$ cat src/rtl/hazard_stall_ctrl.sv
// hazard_stall_ctrl: pipeline stall/flush control for load-use, branch, MDU and fetch-wait hazards
module hazard_stall_ctrl #(
    parameter int MDU_LATENCY = 4,
    parameter int CNT_W       = 32
) (
    input  logic             clk_i,
    input  logic             rst_i,
    input  logic [4:0]       rs1D_i,
    input  logic [4:0]       rs2D_i,
    input  logic [4:0]       rdE_i,
    input  logic             regwriteE_i,
    input  logic             loadE_i,
    input  logic             pcsrcE_i,
    input  logic             mdu_startE_i,
    input  logic             imem_ready_i,
    output logic             stallF_o,
    output logic             stallD_o,
    output logic             stallE_o,
    output logic             flushD_o,
    output logic             flushE_o,
    output logic             mdu_busy_o,
    output logic [CNT_W-1:0] stall_cnt_o
);
    typedef enum logic {RUN, MDU_WAIT} state_t;

    localparam logic [3:0] LAT_M1 = 4'(MDU_LATENCY - 1);

    state_t           state_q, state_d;
    logic [3:0]       cnt_q, cnt_d;
    logic [CNT_W-1:0] stall_cnt_q, stall_cnt_d;
    logic             load_use;
    logic             stall_f, stall_d, stall_e, flush_d, flush_e;
    logic             wait_st, mdu_go;

    assign load_use = loadE_i & regwriteE_i & (rdE_i != 5'd0) &
                      ((rdE_i == rs1D_i) | (rdE_i == rs2D_i));
    assign wait_st  = state_q == MDU_WAIT;
    // An MDU op only starts when no higher-priority hazard claims the cycle
    assign mdu_go   = !wait_st & !pcsrcE_i & !load_use & mdu_startE_i;

    // Prioritised hazard decode; MDU_WAIT holds EX and ignores every other hazard
    always_comb begin
        stall_f = 1'b0;
        stall_d = 1'b0;
        stall_e = 1'b0;
        flush_d = 1'b0;
        flush_e = 1'b0;
        if (wait_st) begin
            stall_f = cnt_q != 4'd0;
            stall_d = cnt_q != 4'd0;
            stall_e = cnt_q != 4'd0;
        end else if (pcsrcE_i) begin
            flush_d = 1'b1;
            flush_e = 1'b1;
        end else if (load_use) begin
            stall_f = 1'b1;
            stall_d = 1'b1;
            flush_e = 1'b1;
        end else if (mdu_startE_i) begin
            stall_f = 1'b1;
            stall_d = 1'b1;
            stall_e = 1'b1;
        end else if (!imem_ready_i) begin
            stall_f = 1'b1;
            flush_d = 1'b1;
        end
    end

    // Outputs are forced low for as long as reset is held
    assign stallF_o    = stall_f & rst_i;
    assign stallD_o    = stall_d & rst_i;
    assign stallE_o    = stall_e & rst_i;
    assign flushD_o    = flush_d & rst_i;
    assign flushE_o    = flush_e & rst_i;
    assign mdu_busy_o  = wait_st & rst_i;
    assign stall_cnt_o = stall_cnt_q;

    // Next state: MDU wait countdown and saturating stall-cycle count
    always_comb begin
        state_d     = state_q;
        cnt_d       = cnt_q;
        stall_cnt_d = (stallF_o && !(&stall_cnt_q)) ? stall_cnt_q + 1'b1 : stall_cnt_q;
        if (wait_st) begin
            state_d = (cnt_q == 4'd0) ? RUN : MDU_WAIT;
            cnt_d   = (cnt_q == 4'd0) ? 4'd0 : cnt_q - 4'd1;
        end else if (mdu_go) begin
            state_d = MDU_WAIT;
            cnt_d   = LAT_M1;
        end
    end

    // State registers with asynchronous active-low reset
    always_ff @(posedge clk_i or negedge rst_i) begin
        if (!rst_i) begin
            state_q     <= RUN;
            cnt_q       <= 4'd0;
            stall_cnt_q <= '0;
        end else begin
            state_q     <= state_d;
            cnt_q       <= cnt_d;
            stall_cnt_q <= stall_cnt_d;
        end
    end
endmodule

$ cat config.mk
export PLATFORM = sky130hd
export DESIGN_NAME = hazard_stall_ctrl
export DESIGN_NICKNAME = d
export VERILOG_FILES = /design/src/rtl/hazard_stall_ctrl.sv
export SDC_FILE = /design/constraint.sdc
export NUM_CORES = 1
export LEC_CHECK = 0
export CORE_MARGIN = 3
export CORE_UTILIZATION = 65
export DETAILED_ROUTE_END_ITERATION = 8
export DONT_BUFFER_PORTS = 1
export GPL_ROUTABILITY_DRIVEN = 1
export GPL_TIMING_DRIVEN = 0
export MAX_ROUTING_LAYER = met4
export PLACE_DENSITY = 0.91
export SYNTH_ARGS = -nofsm -noshare
export SYNTH_HDL_FRONTEND = slang
export SYNTH_SLANG_ARGS = --single-unit
export TNS_END_PERCENT = 10
$ cat constraint.sdc
create_clock -name clk_i -period 5.55 [get_ports clk_i]
set_input_delay 1.11 -clock clk_i [delete_from_list [all_inputs] [get_ports clk_i]]
set_output_delay 1.11 -clock clk_i [all_outputs]
set_load 0.02 [all_outputs]
======== Word-level counts from Yosys, hierarchy flattened ========
Index checks and enable logic that the tools add are counted.
storage, ports and cells
  flip-flop bits (word level) ............. 37
  bits in latches ......................... 0
  bits in writable memories ............... 0
  ROM bits ................................ 0
  output and inout bits ................... 38
  logic and storage cells ................. 55
  memories ................................ 0
cells by class
  $add $sub $neg .......................... 2
  multiply operators ...................... 0
  divide/modulo/power cells ............... 0
  order comparisons ....................... 0
  eq/ne operators ......................... 2
  shift operators ......................... 0
  mux-type cells .......................... 25
  bitwise gates (word level) .............. 13
  reductions and logical operators ........ 10
operators by type and width
  operator                                                            number
  32-bit by 1-bit adder with 32-bit output, second input constant     1
  32-bit AND reduction                                                1
  1-bit two-way mux                                                   22
  1-bit bitwise AND                                                   12
  4-bit two-way mux                                                   3
  5-bit equality test                                                 2
  5-bit nonzero test                                                  1
  1-bit logical NOT                                                   4
  4-bit logical NOT                                                   1
  4-bit nonzero test                                                  1
  4-bit by 1-bit subtractor with 4-bit output, second input constant  1
  2-bit nonzero test                                                  1
  1-bit logical AND                                                   1
  1-bit bitwise OR                                                    1

======== Depth between registers and ports, before layout ========
Gate-level depths: netlist of the first run.
  word-level depth ........................ 8
  mapped depth ............................ 8

======== Worst setup path before layout of the first run ========
No wires, ideal clock.
  kind .................................... input port to output port
  from .................................... input rdE_i[0]
  to ...................................... output stallE_o
  arrival ................................. 2.534 ns
  data required time ...................... 4.440 ns
  slack ................................... 1.906 ns
  stages .................................. 5
  path through ............................ or3_1 o311a_1 nor2b_1 nand3b_1 a21oi_1
on the way
  word-level cells in the longest chain between the ends .. 7
  elaborated cells on any way between the ends .. 10
  those cells by class .................... 2 x eq/ne; 3 x mux; 4 x bitwise; 1 x reduce/logical
RTL lines
  item                                                       RTL line  RTL
  from (decl)                                                10        input logic [4:0] rdE_i,
  5-bit equality test or 5-bit nonzero test (tied branches)  36, 35
  1-bit bitwise OR or 1-bit bitwise AND (tied branches)      36, 35
  1-bit bitwise AND (*)                                      35        assign load_use = loadE_i & regwriteE_i & (rdE_i != 5'd0) &
  1-bit two-way mux (*)                                      55        end else if (load_use) begin
  1-bit two-way mux (*)                                      52        end else if (pcsrcE_i) begin
  1-bit two-way mux (*)                                      48        if (wait_st) begin
  1-bit bitwise AND (*)                                      72        assign stallE_o = stall_e & rst_i;
  to (decl)                                                  18        output logic stallE_o,
Every way passes the cells marked *; elsewhere a longest branch is shown, timed or not.

======== Worst setup path after layout of the first run ========
Same ends and word-level chain as after synthesis.

==> results of run 1 <==
[through the flow]
stage | instance area [µm²] | instances | setup WS [ps] | hold WS [ps] | power [W]
detailed placement | 1930 | 213 | 1770 | 588 | 0.000498
global placement | 1930 | 213 | 1810 | 561 | 0.000490
finish | 2010 | 221 | 1760 | 455 | 0.000686
global route | 2010 | 221 | 1670 | 414 | 0.000724
floorplan | 1890 | 183 | 1910 | 546 | 0.000471
CTS | 2010 | 221 | 1760 | 441 | 0.000690
[per-layer routing]
layer / vias to the layer above / routed length [µm] / share of wire, % / GRT usage [%]
met2: 71 / 1860 / 50 / 39.8
met5: - / 0 / 0 / -
met3: 9 / 326 / 8.7 / 7.13
met4: 0 / 72 / 1.9 / 7.59
met1: 662 / 1500 / 40 / 26.2
li1: 653 / - / - / -
[state kept, by name, summed over array words and instances, names as in the netlist]
name / cells
stall_cnt_o: 32
state_q: 1
cnt_q: 4
[area by class of cell]
cell class,instances,area share (%)
Tap cell,30,1.86
Clock inverter,2,1.86
Clock buffer,6,2.55
Buffer,2,0.807
Sequential cell,37,46.0
Multi-Input combinational cell,140,46.2
Inverter,4,0.745
[worst register-to-register path, stage by stage (launching register included)]
cell	delay [ps]
dfrtp_1	570
and4_1	310
nand3_1	120
nor3_1	410
nand3_1	140
nor2b_1	150
buf_2	180
mux2_1	320
[layout by cell type, fill, tap and decap left out, types with 3 or more instances in the layout]
cell type and instances:
a21oi_1 5, and3_1 7, and4_1 3, clkbuf_4 5, dfrtp_1 37, inv_1 4, nand2_1 18, nand2b_1 4
nand3_1 15, nand4_1 8, nor2_1 9, nor2b_1 3, nor3_1 9, xnor2_1 28, xor2_1 13
[power breakdown]
part           internal, W  switching [W]
Sequential        0.000301      0.0000730
Combinational    0.0000517      0.0000671
Clock             0.000107      0.0000865
Total             0.000460       0.000227
[final timing paths]
kind / startpoint / to / slack [ps] / cells after the start
min in group clk_i: cnt_q[3] / cnt_q[3] / 590 / 1
worst min-delay path: rst_i / stall_cnt_o[18] / 450 / 0
max in group asynchronous: rst_i / stall_cnt_o[3] / 5010 / 0
worst min register to register: cnt_q[3] / cnt_q[3] / 590 / 1
worst max register to register: stall_cnt_o[10] / stall_cnt_o[1] / 3260 / 7
worst max-delay path: rdE_i[0] / stallE_o / 1760 / 5
[cell families (layout without fill, tap and decap cells)]
| group | count (synthesis) | count (layout) | synth area share (%) |
|---|---|---|---|
| mux | 1 | 1 | 0.596 |
| compound gates | 15 | 15 | 6.03 |
| fa+ha+maj | 1 | 1 | 0.663 |
| xor+xnor | 41 | 41 | 19.0 |
| flops | 37 | 37 | 49.0 |
| simple gates | 82 | 82 | 23.0 |
| buf+inv | 6 | 14 | 1.66 |
==> metrics, run 1 <==
status finished, final reports clean; post-layout util 77.1%; DRC 0; crit path DAT between 2000 and 3000 ps; placement row count 18; vias per cell 6.31; DP HPWL about 2900 µm; # hold bufs at CTS 0; clk root buf clkbuf_4; DRT Wirelength 3760 µm; leading cell types by count after synthesis dfrtp_1, xnor2_1, nand2_1, nand3_1, xor2_1; share of cells above drive strength 1 7.33%; vias in the first global route about 1,500; htree depth 2; Synth area leader dfrtp_1; total number of vias ~1,400; post-synthesis net count ~210; setup TNS 0 ps; Synth Cell Area 1890 µm²; Cell variety after synth 32; number of synthesized flops with an enable pin 0; Max Root-Sink Buffers 2; Area growth syn-to-layout 6.69%; Reg clk slew, reported paths 110 ps; # setup viols final 0; clk_skew 9.81 ps; clock period minus worst slack 3790 ps; # diodes 0; Max-Cap Viols 0; maximum vdd drop roughly 290 µV; synth top area cells dfrtp_1, xnor2_1, xor2_1, nand3_1, nand2_1; Fillers 160; CTS Buf Count 5; grt total ovfl 0; most frequent cell after synthesis dfrtp_1; routability cong. 0.846; Yosys reg bits 37; slew margin rel. a little under three fifths; initial core utilization 72.3%; CP cell instances or3_1, o311a_1, nor2b_1, nand3b_1, a21oi_1; multi-input logic area 931 µm²; I/O Pins 60; Crit Path Class in2out; LEAKAGE ~0.86 nW; clk sinks 37; RSZ-0062 raised after global routing false; Buf+Inv Stages, Crit Path 0; CTS tree built; Syn Inst Count 183; clk_lat worst skew 330 ps; Detailed Route Iter0 Violations 64; Worst Hold Class in2async; initial antenna violation count 0; delay-heaviest family, CP simple AND/OR/NAND/NOR gates; startpoint types input port; die height around 60 µm; setup bufs post-CTS 0; first-pass GRT wire length roughly 6100 µm; Worst-Margin Slew 664 ps; f_max 264 MHz; Worst Path Required 4440 ps; Tcrit/Tclk final 68.3%; Final nets 213; register area share after synthesis 49.0%; Worst Setup End Kind output port; I/O Buffers 0; Fin. Hold Viols 0; Die X 59.9 µm; slowest CP cell a21oi_1; drt pass-1 iters 4; cts repair resizes 0; Synthesis Warnings 0; Avg Cell Area, Syn 10.3 µm²; Pwr Density 341 nW/µm²; largest net degree at the start of global routing 40; largest stage delay on the critical path 450 ps; GRT Total Usage 23.4%; max-slew violations 0; Placeable Area 2610 µm²; async set-reset flop share out of synthesis 100%; area share of the largest cell type after synthesis 49.0%; Worst Path Max Fanout 5; die area 3590 µm²; register area between 900 and 1000 µm²; Synth Flop Type dfrtp_1; post-DR wirelength/cell around 17 µm; DRT antenna net count 0
No activity file was read; power rests on OpenSTA's default activity.
==> inputs of run 2 (changes only) <==
- CORE_UTILIZATION: 65 -> 56
- PLACE_DENSITY: 0.91 -> 0.84
- clock period: 5.55 -> 3 ns (I/O delays scaled with it)
==> metrics, run 2 (synthesis results as in run 1) <==
LEAKAGE 0.860 nW (-0.36%); initial core utilization 60.4% (-12 points); die area 4100 µm² (+14%); setup TNS 0 ps (unchanged); Placeable Area 3130 µm² (+20%); Worst Path Required 2400 ps (-2040 ps); clk sinks 37 (unchanged); Detailed Route Iter0 Violations 79 (+23%); Worst Hold Class in2async; drt pass-1 iters 4 (unchanged); setup bufs post-CTS 0 (unchanged); Max-Cap Viols 0 (unchanged); placement row count 20 (+2); DRT antenna net count 0 (unchanged); DRC 0 (unchanged); routability cong. 0.770 (-9.0%); first-pass GRT wire length 6640 µm (+8.3%); Reg clk slew, reported paths 110 ps (about the same); share of cells above drive strength 1 7.29% (-0.038 points); most frequent cells in the layout dfrtp_1, xnor2_1, nand2_1; vias per cell 5.89 (-6.8%); CTS Buf Count 5 (unchanged); RSZ-0062 raised after global routing false; register area 926 µm² (unchanged); vias in the first global route 1,407 (-3.6%); DP HPWL 2830 µm (-1.4%); DRT Wirelength 3780 µm (+0.48%); I/O Pins 60 (unchanged); htree depth 2 (unchanged); CTS tree built; post-layout util 64.4% (-13 points); clk_lat worst skew 340 ps (about the same); Worst Setup End Kind output port; Area growth syn-to-layout 6.69% (unchanged); max-slew violations 0 (unchanged); f_max ~360 MHz; Fillers 246 (+54%); clk_skew 16.9 ps (+7.11 ps); die height 64.1 µm (+7.0%); grt total ovfl 0 (unchanged); crit path DAT 2150 ps (-530 ps); multi-input logic area 931 µm² (unchanged); commonest non-fill, non-tap cell in the layout dfrtp_1; startpoint types input port; Worst-Margin Slew 615 ps (-48.2 ps); initial antenna violation count 0 (unchanged); Max Root-Sink Buffers 2 (unchanged); Worst Path Max Fanout 5 (unchanged); Fin. Hold Viols 0 (unchanged); Pwr Density 581 nW/µm² (+70%); slew margin rel. 58.7% (+3.2 points); Die X 64.1 µm (+7.0%); GRT Total Usage 21.3% (-2.1 points); Crit Path Class in2out; register-to-register setup slack 720 ps (-2540 ps); largest net degree at the start of global routing 38 (-5.0%); maximum vdd drop 395 µV (+38%); status finished, final reports clean; # diodes 0 (unchanged); post-DR wirelength/cell 16.0 µm (-5.9%); clk root buf clkbuf_4; clock period minus worst slack 2750 ps; max reg flops 32 (unchanged); Final nets 214 (+0.47%); I/O Buffers 0 (unchanged); # setup viols final 0 (unchanged); Tcrit/Tclk final 91.7%; total number of vias 1,389 (-0.43%)
==> run 2: routing by layer <==
metal	global-route usage, %	wire [µm]	up-vias
met2	35.2	1960	40
met1	23.6	1510	691
li1	-	-	654
met4	5.39	22	0
met3	9.14	286	4
met5	-	0	-
==> run 2: worst max-delay path, stage by stage <==
cell	delay, ps
or3_1	350
o311a_1	310
nor2b_1	170
nand3b_1	270
a21oi_1	460
==> run 2: worst paths after layout <==
path	startpoint	end	cells past startpoint
min in group clk_i	mdu_startE_i	cnt_q[0]	2
max	rdE_i[0]	stallE_o	5
max in group asynchronous	rst_i	stall_cnt_o[3]	1
min	rst_i	stall_cnt_o[15]	1
min reg2reg	cnt_q[3]	cnt_q[3]	1
max reg2reg	stall_cnt_o[10]	stall_cnt_o[1]	7
==> run 2: metrics by stage <==
stage               hold slack, ps  power [W]  setup WS [ps]  cells  cell area, µm²
finish                        79.7    0.00117            248    236            2010
global route                  72.2    0.00125            172    236            2010
CTS                           77.3    0.00118            233    236            2010
detailed placement             305   0.000924            234    227            1940
global placement               305   0.000908            285    227            1940
floorplan                      304   0.000871            376    183            1890
==> run 2: power breakdown <==
part           switching [W]  internal, W
clock               0.000155    0.0000893
combinational       0.000133    0.0000989
sequential          0.000135     0.000557
==> run 2: what timing repair did <==
item                                   CTS  global route
setup endpoints to repair                0             0
hold buffers                             1             0
endpoints found under the hold margin   37             0
gates resized for setup                  0             0
==> run 2: cell type report <==
| cell class | instances | area share (%) |
|---|---|---|
| Sequential cell | 37 | 46.0 |
| Clock buffer | 6 | 2.05 |
| Multi-Input combinational cell | 140 | 46.2 |
| Buffer | 2 | 0.807 |
| Inverter | 4 | 0.745 |
| Timing Repair Buffer | 1 | 0.994 |
| Clock inverter | 2 | 0.497 |
| Tap cell | 44 | 2.73 |
